[src/rtl/cuenta_unos_param.sv]
// Multi-cycle ones/zeros counter: shifts the operand out of Q and accumulates
// the set bits in A, stopping as soon as no 1s remain in Q.
module cuenta_unos_param #(
   parameter  int WIDTH = 8,
   localparam int CW    = $clog2(WIDTH + 1)
) (
   input  logic             clk,
   input  logic             reset,
   input  logic             start,
   input  logic [WIDTH-1:0] valor,
   input  logic             mode,
   output logic [CW-1:0]    cuenta,
   output logic             busy,
   output logic             fin
);

   typedef enum logic [1:0] {
      IDLE  = 2'd0,
      COUNT = 2'd1,
      DONE  = 2'd2
   } state_t;

   state_t           state;
   state_t           state_next;
   logic [WIDTH-1:0] q;
   logic [CW-1:0]    a;
   logic             accept;
   logic             q_empty;

   // A restart is accepted from DONE as well as IDLE, so a held start chains operations.
   assign accept  = start && ((state == IDLE) || (state == DONE));
   assign q_empty = (q == '0);

   always_ff @(posedge clk or negedge reset) begin
      if (!reset) begin
         state <= IDLE;
      end else begin
         state <= state_next;
      end
   end

   always_comb begin
      state_next = state;
      case (state)
         IDLE:    if (start)   state_next = COUNT;
         COUNT:   if (q_empty) state_next = DONE;
         DONE:    if (start)   state_next = COUNT;
         default:              state_next = IDLE;
      endcase
   end

   always_comb begin
      busy = 1'b0;
      fin  = 1'b0;
      case (state)
         COUNT:   busy = 1'b1;
         DONE:    fin  = 1'b1;
         default: ;
      endcase
   end

   // A cannot overflow: at most WIDTH increments fit in CW bits.
   always_ff @(posedge clk or negedge reset) begin
      if (!reset) begin
         q <= '0;
         a <= '0;
      end else if (accept) begin
         q <= mode ? ~valor : valor;
         a <= '0;
      end else if ((state == COUNT) && !q_empty) begin
         a <= a + {{(CW-1){1'b0}}, q[0]};
         q <= q >> 1;
      end
   end

   assign cuenta = a;

endmodule
[config.mk]
export PLATFORM = sky130hd
export DESIGN_NAME = cuenta_unos_param
export DESIGN_NICKNAME = d
export VERILOG_FILES = /design/src/rtl/cuenta_unos_param.sv
export SDC_FILE = /design/constraint.sdc
export NUM_CORES = 1
export LEC_CHECK = 0
export ABC_CLOCK_PERIOD_IN_PS = 2200
export CORE_MARGIN = 3
export CORE_UTILIZATION = 51
export DETAILED_ROUTE_END_ITERATION = 12
export GPL_TIMING_DRIVEN = 1
export MAX_ROUTING_LAYER = met4
export PLACE_DENSITY = 0.81
export SLEW_MARGIN = 20
export SYNTH_ARGS = -nofsm -noshare
export SYNTH_HDL_FRONTEND = slang
export SYNTH_SLANG_ARGS = --single-unit
[constraint.sdc]
create_clock -name clk -period 2.2 [get_ports clk]
set_input_delay 0.44 -clock clk [delete_from_list [all_inputs] [get_ports clk]]
set_output_delay 0.44 -clock clk [all_outputs]
set_load 0.02 [all_outputs]
==> metrics.md, run 1 <==
| Metric | Value |
|---|---|
| Core ar. | 1370 um2 |
| Crit Path Max Fanout | 2 |
| Clock Pin Slew Worst Setup and Hold Paths | 0.08 ns |
| Pwr dens | 1290 nW/um2 |
| Gr usage total | 18.5% |
| Initial DRC Count | 10 |
| I/O pin count | 18 |
| Sequential fraction of the synthesis area | 45.2% |
| Main flop type after synthesis | dfrtp_1 |
| Top post-synthesis cells by count | nand2_1 (19), dfrtp_1 (14), a31oi_1 (7), nor2_1 (7), xor2_1 (7) |
| Setup Buffers After CTS | 0 |
| RSZ-0062 raised after global routing | no |
| Clock Path Buffers | 2 |
| Final setup vio count | 0 |
| Relative slew slack | 52.5% |
| Post-synth ARST share | 100% |
| ANT nets after route | 0 |
| Clk_skew | 0.00176 ns |
| ANT cells | 0 |
| CP arrival | 1.52 ns |
| WP data required | 1.76 ns |
| Syn Nets | 97 |
| Area contributors post-synth | dfrtp_1 (45%), nand2_1 (9.2%), xor2_1 (7.9%) |
| Starting Density | 56.8% |
| Final HPWL DP | 1160 um |
| Final Critical Period | 1.96 ns |
| Hold Path Depth | 1 |
| Area of the multi-input gates | 388 um2 |
| Die Area | 2030 um2 |
| Non-Filler Instances | 116 |
| FF-to-FF setup slack | 0.71 ns |
| Root buf cell | clkbuf_4 |
| CTS Hold Buffers Added | 0 |
| Die height | 45 um |
| Syn_area_per_cell | 9.35 um2 |
| Via count | 619 |
| Worst-Margin Slew | 0.712 ns |
| Critical path class | reg -> out |
| TritonRoute pass-1 iters | 4 |
| GP Congestion | 0.772 |
| GR Overflow Total | 0 |
| Max Freq | 510 MHz |
| Inst Count DP | 112 |
| CTS tree | yes |
| Final Max Slew Viols | 0 |
| Crit path cell chain | nand2b_1 > inv_2 > clkdlybuf4s50_1 |
| Clk_lat worst skew | 0.28 ns |
| Yosys Warn Count | 0 |
| Status | complete, no violations |
| Hold WC Path Type | reg -> reg |
| Sequential cell area | 350 um2 |
| First-pass GRT wire length | 2670 um |
| R2R depth | 3 |
| Synthesized area | 776 um2 |
| Crit-path max cell delay | 0.60 ns |
| Startpoint types | flip-flop |
| Number of enable flip-flop cells after synthesis | 0 |
| Final Hold Fails | 0 |
| H-tree depth reported by CTS | 1 |
| Worst setup EP type | output pin |
| Layout fillers | 102 |
| Synth Instances | 83 |
| Synth area leader | dfrtp_1 |
| Maximum VDD drop | 0.757 mV |
| Port buffer count | 17 |
| Leak Pwr | 0.467 nW |
| Avg WL per Cell | 13.5 um |
| Worst path slowest cell | clkdlybuf4s50_1 |
| # resized after CTS | 0 |
| Fin crit share | 89.2% |
| Row count | 13 |
| DRT Wirelength | 1570 um |
| Max Cap Violations | 0 |
| Antenna violations before repair | 0 |
| Residual DRC | 0 |
| Count of unique library cells instantiated by Yosys | 22 |
| Layout overhead on the synthesized area | 28.1% |
| Yosys reg bits | 14 |
| # nets final | 116 |
| Share of cells above drive strength 1 | 11.9% |
| Post-synth top area share | 45.2% |
| Vias in the first global route | 618 |
| Vias per inst | 5.34 |
| Die width | 45 um |
| Largest net degree at the start of global routing | 22 |
| Sink Count | 14 |
| Total CTS buffers | 3 |
| Count leader, synth | nand2_1 |
| Sum Neg Setup Slack | 0 ns |
-- sequential cells by signal (all words and copies together) (netlist names) --
register / flops
cuenta: 4
q: 8
state: 2
-- worst paths after layout --
kind | to | startpoint
worst max register to register | cuenta[0] | q[3]
worst min-delay path | cuenta[3] | cuenta[3]
worst min register to register | cuenta[3] | cuenta[3]
max in group asynchronous | q[6] | reset
worst max-delay path | busy | state[1]
min in group asynchronous | state[0] | reset
-- layout make-up --
type | count | area share, %
Multi-Input combinational cell | 60 | 39.0
Sequential cell | 14 | 35.3
Timing Repair Buffer | 19 | 18.6
Clock buffer | 4 | 3.65
Tap cell | 15 | 1.89
Inverter | 4 | 1.51
-- power by group --
group          internal (mW)  switching, mW
combinational          0.289          0.343
sequential             0.369         0.0917
clock                  0.101         0.0827
total                  0.759          0.518
-- routing by layer --
| metal | global-route usage (%) | routed length (um) | up-vias |
|---|---|---|---|
| li1 | - | - | 310 |
| met1 | 22.9 | 688 | 292 |
| met2 | 30.5 | 782 | 15 |
| met3 | 4.78 | 88 | 2 |
| met4 | 3.51 | 8 | 0 |
| met5 | - | 0 | - |
-- cells in the final DEF (no fill, tap or decap) --
cell type / instances
dfrtp_1: 14
a21o_1: 1
and3_1: 1
nand2b_1: 2
clkbuf_8: 1
clkdlybuf4s50_1: 17
nand2_1: 19
mux2i_1: 4
nor2b_1: 1
nor3_1: 1
nor2_1: 7
xor2_1: 7
o211ai_2: 2
clkbuf_4: 3
nand3_1: 1
o21ai_4: 1
a31oi_1: 7
ha_1: 2
xnor2_1: 1
inv_2: 1
buf_4: 2
or4_4: 2
inv_1: 3
o21ai_0: 1
-- cells by family (layout without fill, tap and decap cells) --
kind of cell | after synthesis | in the layout | share of synthesized area, %
buffers and inverters | 9 | 27 | 4.84
and+or+nand+nor | 34 | 34 | 20.0
DFF | 14 | 14 | 45.2
xor gates and xnor gates | 8 | 8 | 9.03
adders and majority gates | 2 | 2 | 3.23
muxes | 4 | 4 | 5.16
AOI/OAI and AO/OA | 12 | 12 | 12.6
-- through the flow --
step	worst slack, ns	total power, mW	instance area [um2]	hold WS (ns)	utilization [%]
floorplan	0.805	0.879	776	0.144	-
global placement	0.465	1.06	957	0.466	70.1
detailed placement	0.405	1.10	957	0.472	70.1
CTS	0.233	1.29	993	0.489	72.7
global route	0.154	1.38	993	0.508	72.7
finish	0.237	1.28	993	0.493	72.7
-- worst max-delay path, delay by kind of cell (launching register included) --
family | cells | cell delay, ns
flip-flops | 1 | 0.38
AND/OR/NAND/NOR | 1 | 0.19
buffers and inverters | 2 | 0.68
No activity file was read; power rests on OpenSTA's default activity.
==> run 2, diff against run 1 <==
--- a/config.mk
+++ b/config.mk
@@ -7,10 +7,11 @@
 export LEC_CHECK = 0
 export ABC_CLOCK_PERIOD_IN_PS = 2200
+export CORE_ASPECT_RATIO = 1.2
 export CORE_MARGIN = 3
-export CORE_UTILIZATION = 51
+export CORE_UTILIZATION = 40
 export DETAILED_ROUTE_END_ITERATION = 12
 export GPL_TIMING_DRIVEN = 1
 export MAX_ROUTING_LAYER = met4
-export PLACE_DENSITY = 0.81
+export PLACE_DENSITY = 0.66
 export SLEW_MARGIN = 20
 export SYNTH_ARGS = -nofsm -noshare
==> constraint.sdc (replaced) <==
create_clock -name clk -period 2.2 [get_ports clk]
set_input_delay 0.22 -clock clk [delete_from_list [all_inputs] [get_ports clk]]
set_output_delay 0.22 -clock clk [all_outputs]
set_load 0.02 [all_outputs]
==> run 2 against run 1 <==
Against the previous run:
- critical path depth stayed put
- register-to-register slack improved by 0.02 ns
- setup slack worse by 0.11 ns
- count of clock-buffer cells in the layout shrank 1
- global-route usage fell by 4.8 points
- non-clock buffer count down 2
- core utilization down 16 points
- wire length shrank 9.8%
- clock skew about the same
- combinational power fell by 8.1%
- final cell count unchanged
==> metrics.md, run 2 (same netlist as run 1, synthesis figures left out) <==
| Metric | Value |
|---|---|
| Status | complete, no violations |
| Pwr dens | 1210 nW/um2 (-5.8%) |
| Sequential power share | 38.5% (+2.4 points) |
| I/O pin count | 18 (unchanged) |
| Final setup vio count | 0 (unchanged) |
| CP arrival | 1.85 ns (+0.33 ns) |
| Hold slack final | 0.318 ns (-0.176 ns) |
| Maximum VDD drop | 0.612 mV (-19%) |
| Final HPWL DP | 1070 um (-7.5%) |
| WP data required | 1.98 ns (+0.22 ns) |
| Relative slew slack | 54.1% (+1.5 points) |
| Max Cap Violations | 0 (unchanged) |
| Avg WL per Cell | 12.2 um (-9.8%) |
| Clk_lat worst skew | 0.27 ns (about the same) |
| Final Max Slew Viols | 0 (unchanged) |
| R2R depth | 3 (unchanged) |
| RSZ-0062 raised after global routing | no |
| ANT cells | 0 (unchanged) |
| Most common cell after layout, fill and taps aside | nand2_1 |
| Starting Density | 45.1% (-12 points) |
| Die height | 54.2 um (+21%) |
| Clock Path Buffers | 2 (unchanged) |
| TritonRoute pass-1 iters | 3 (-1) |
| Initial DRC Count | 8 (-2) |
| # resized after CTS | 0 (unchanged) |
| Total CTS buffers | 3 (unchanged) |
| Worst-Margin Slew | 0.689 ns (-0.0227 ns) |
| Root buf cell | clkbuf_4 |
| Most frequent cells in the layout | nand2_1 (19), clkdlybuf4s50_1 (17), dfrtp_1 (14) |
| ANT nets after route | 0 (unchanged) |
| GP Congestion | 0.730 (-5.5%) |
| Clock power share | 11.8% (-2.6 points) |
| Final Hold Fails | 0 (unchanged) |
| Inst Count DP | 113 (+0.89%) |
| Clock Pin Slew Worst Setup and Hold Paths | 0.08 ns (about the same) |
| Core ar. | 1720 um2 (+26%) |
| GR Overflow Total | 0 (unchanged) |
| Gr usage total | 13.7% (-4.8 points) |
| H-tree depth reported by CTS | 1 (unchanged) |
| Die width | 46.2 um (+2.7%) |
| Crit Path Max Fanout | 11 (+9) |
| Final Critical Period | 2.07 ns (+0.106 ns) |
| Clk_skew | 0.00187 ns (+0.000115 ns) |
| Pint | 0.697 mW (-8.2%) |
| Vias per inst | 5.10 (-4.4%) |
| Row count | 16 (+3) |
| Setup Buffers After CTS | 0 (unchanged) |
| Max Freq | 483 MHz (-5.1%) |
| CTS tree | yes |
| First-pass GRT wire length | 2330 um (-13%) |
| Hold WC Path Type | in -> async |
| Non-Filler Instances | 116 (unchanged) |
| Vias in the first global route | 541 (-12%) |
| Residual DRC | 0 (unchanged) |
| Final core utilization | 56.3% (-16 points) |
| Leak Pwr | 0.450 nW (-3.6%) |
| Sum Neg Setup Slack | 0 ns (unchanged) |
| Fin crit share | 94.0% (+4.8 points) |
| Largest register FFs | 8 (unchanged) |
| Worst setup EP type | output pin |
| Layout overhead on the synthesized area | 24.8% |
| Port buffer count | 17 (unchanged) |
| Switching Share | 40.6% (about the same) |
| # nets final | 114 (-1.7%) |
| Design Power | 1.17 mW (-8.2%) |
| Sink Count | 14 (unchanged) |
| DRT Wirelength | 1410 um (-9.8%) |
| Reg with most FFs | q |
| Comb power frac | 49.7% (+0.2 points) |
| Antenna violations before repair | 0 (unchanged) |
| Die Area | 2510 um2 (+24%) |
| Via count | 592 (-4.4%) |
| Critical path class | reg -> out |
| Startpoint types | flip-flop |
| Largest net degree at the start of global routing | 22 (unchanged) |
| Psw | 0.475 mW (-8.2%) |
| CTS Hold Buffers Added | 0 (unchanged) |
| Share of cells above drive strength 1 | 9.18% (-2.7 points) |
==> run 2: cell count changes in the layout (fill, tap and decap cells not counted) <==
cell      delta
clkbuf_8     -1
buf_4        -2
==> run 2: area by class of cell <==
type / count / area (um2)
timing repair buffer: 17 / 170
multi-input combinational: 60 / 388
sequential: 14 / 350
tap: 18 / 22.5
clock buffer: 3 / 22.5
fill: 166 / 753
inverter: 4 / 15.0
==> run 2: per-layer routing <==
metal	part of all wire (%)	GRT usage, %	vias up	wire length (um)
met2	49	22.2	11	697
li1	-	-	308	-
met3	5.7	5.92	2	81
met4	0.85	4.27	0	12
met5	0	-	-	0
met1	44	14.9	271	622
==> run 2: worst paths after layout <==
| check | start | end | slack, ns |
|---|---|---|---|
| max reg2reg | q[3] | cuenta[3] | 0.73 |
| min | reset | state[0] | 0.32 |
| max | state[1] | busy | 0.13 |
| min reg2reg | cuenta[3] | cuenta[3] | 0.48 |
| min in group clk | cuenta[3] | cuenta[3] | 0.48 |
| max in group asynchronous | reset | q[6] | 1.49 |
==> run 2: stage by stage <==
stage                     area (um2)  setup slack (ns)
final                            968             0.131
after floorplan                  776             0.805
after detailed placement         946             0.410
after global routing             968            0.0150
after global placement           946             0.440
after CTS                        968            0.0916
==> run 2: critical path, cell delays in order, from the launching register on <==
cell,delay (ns)
dfrtp_1,0.37
nand2b_1,0.29
inv_2,0.27
clkdlybuf4s50_1,0.65
==> run 2: power by group through the flow <==
stage	Clock (mW)	Combinational [mW]	Sequential [mW]
floorplan	0	0.404	0.475
global placement	0	0.581	0.456
detailed placement	0	0.596	0.458
CTS	0.148	0.597	0.454
global route	0.159	0.655	0.470
finish	0.138	0.582	0.451
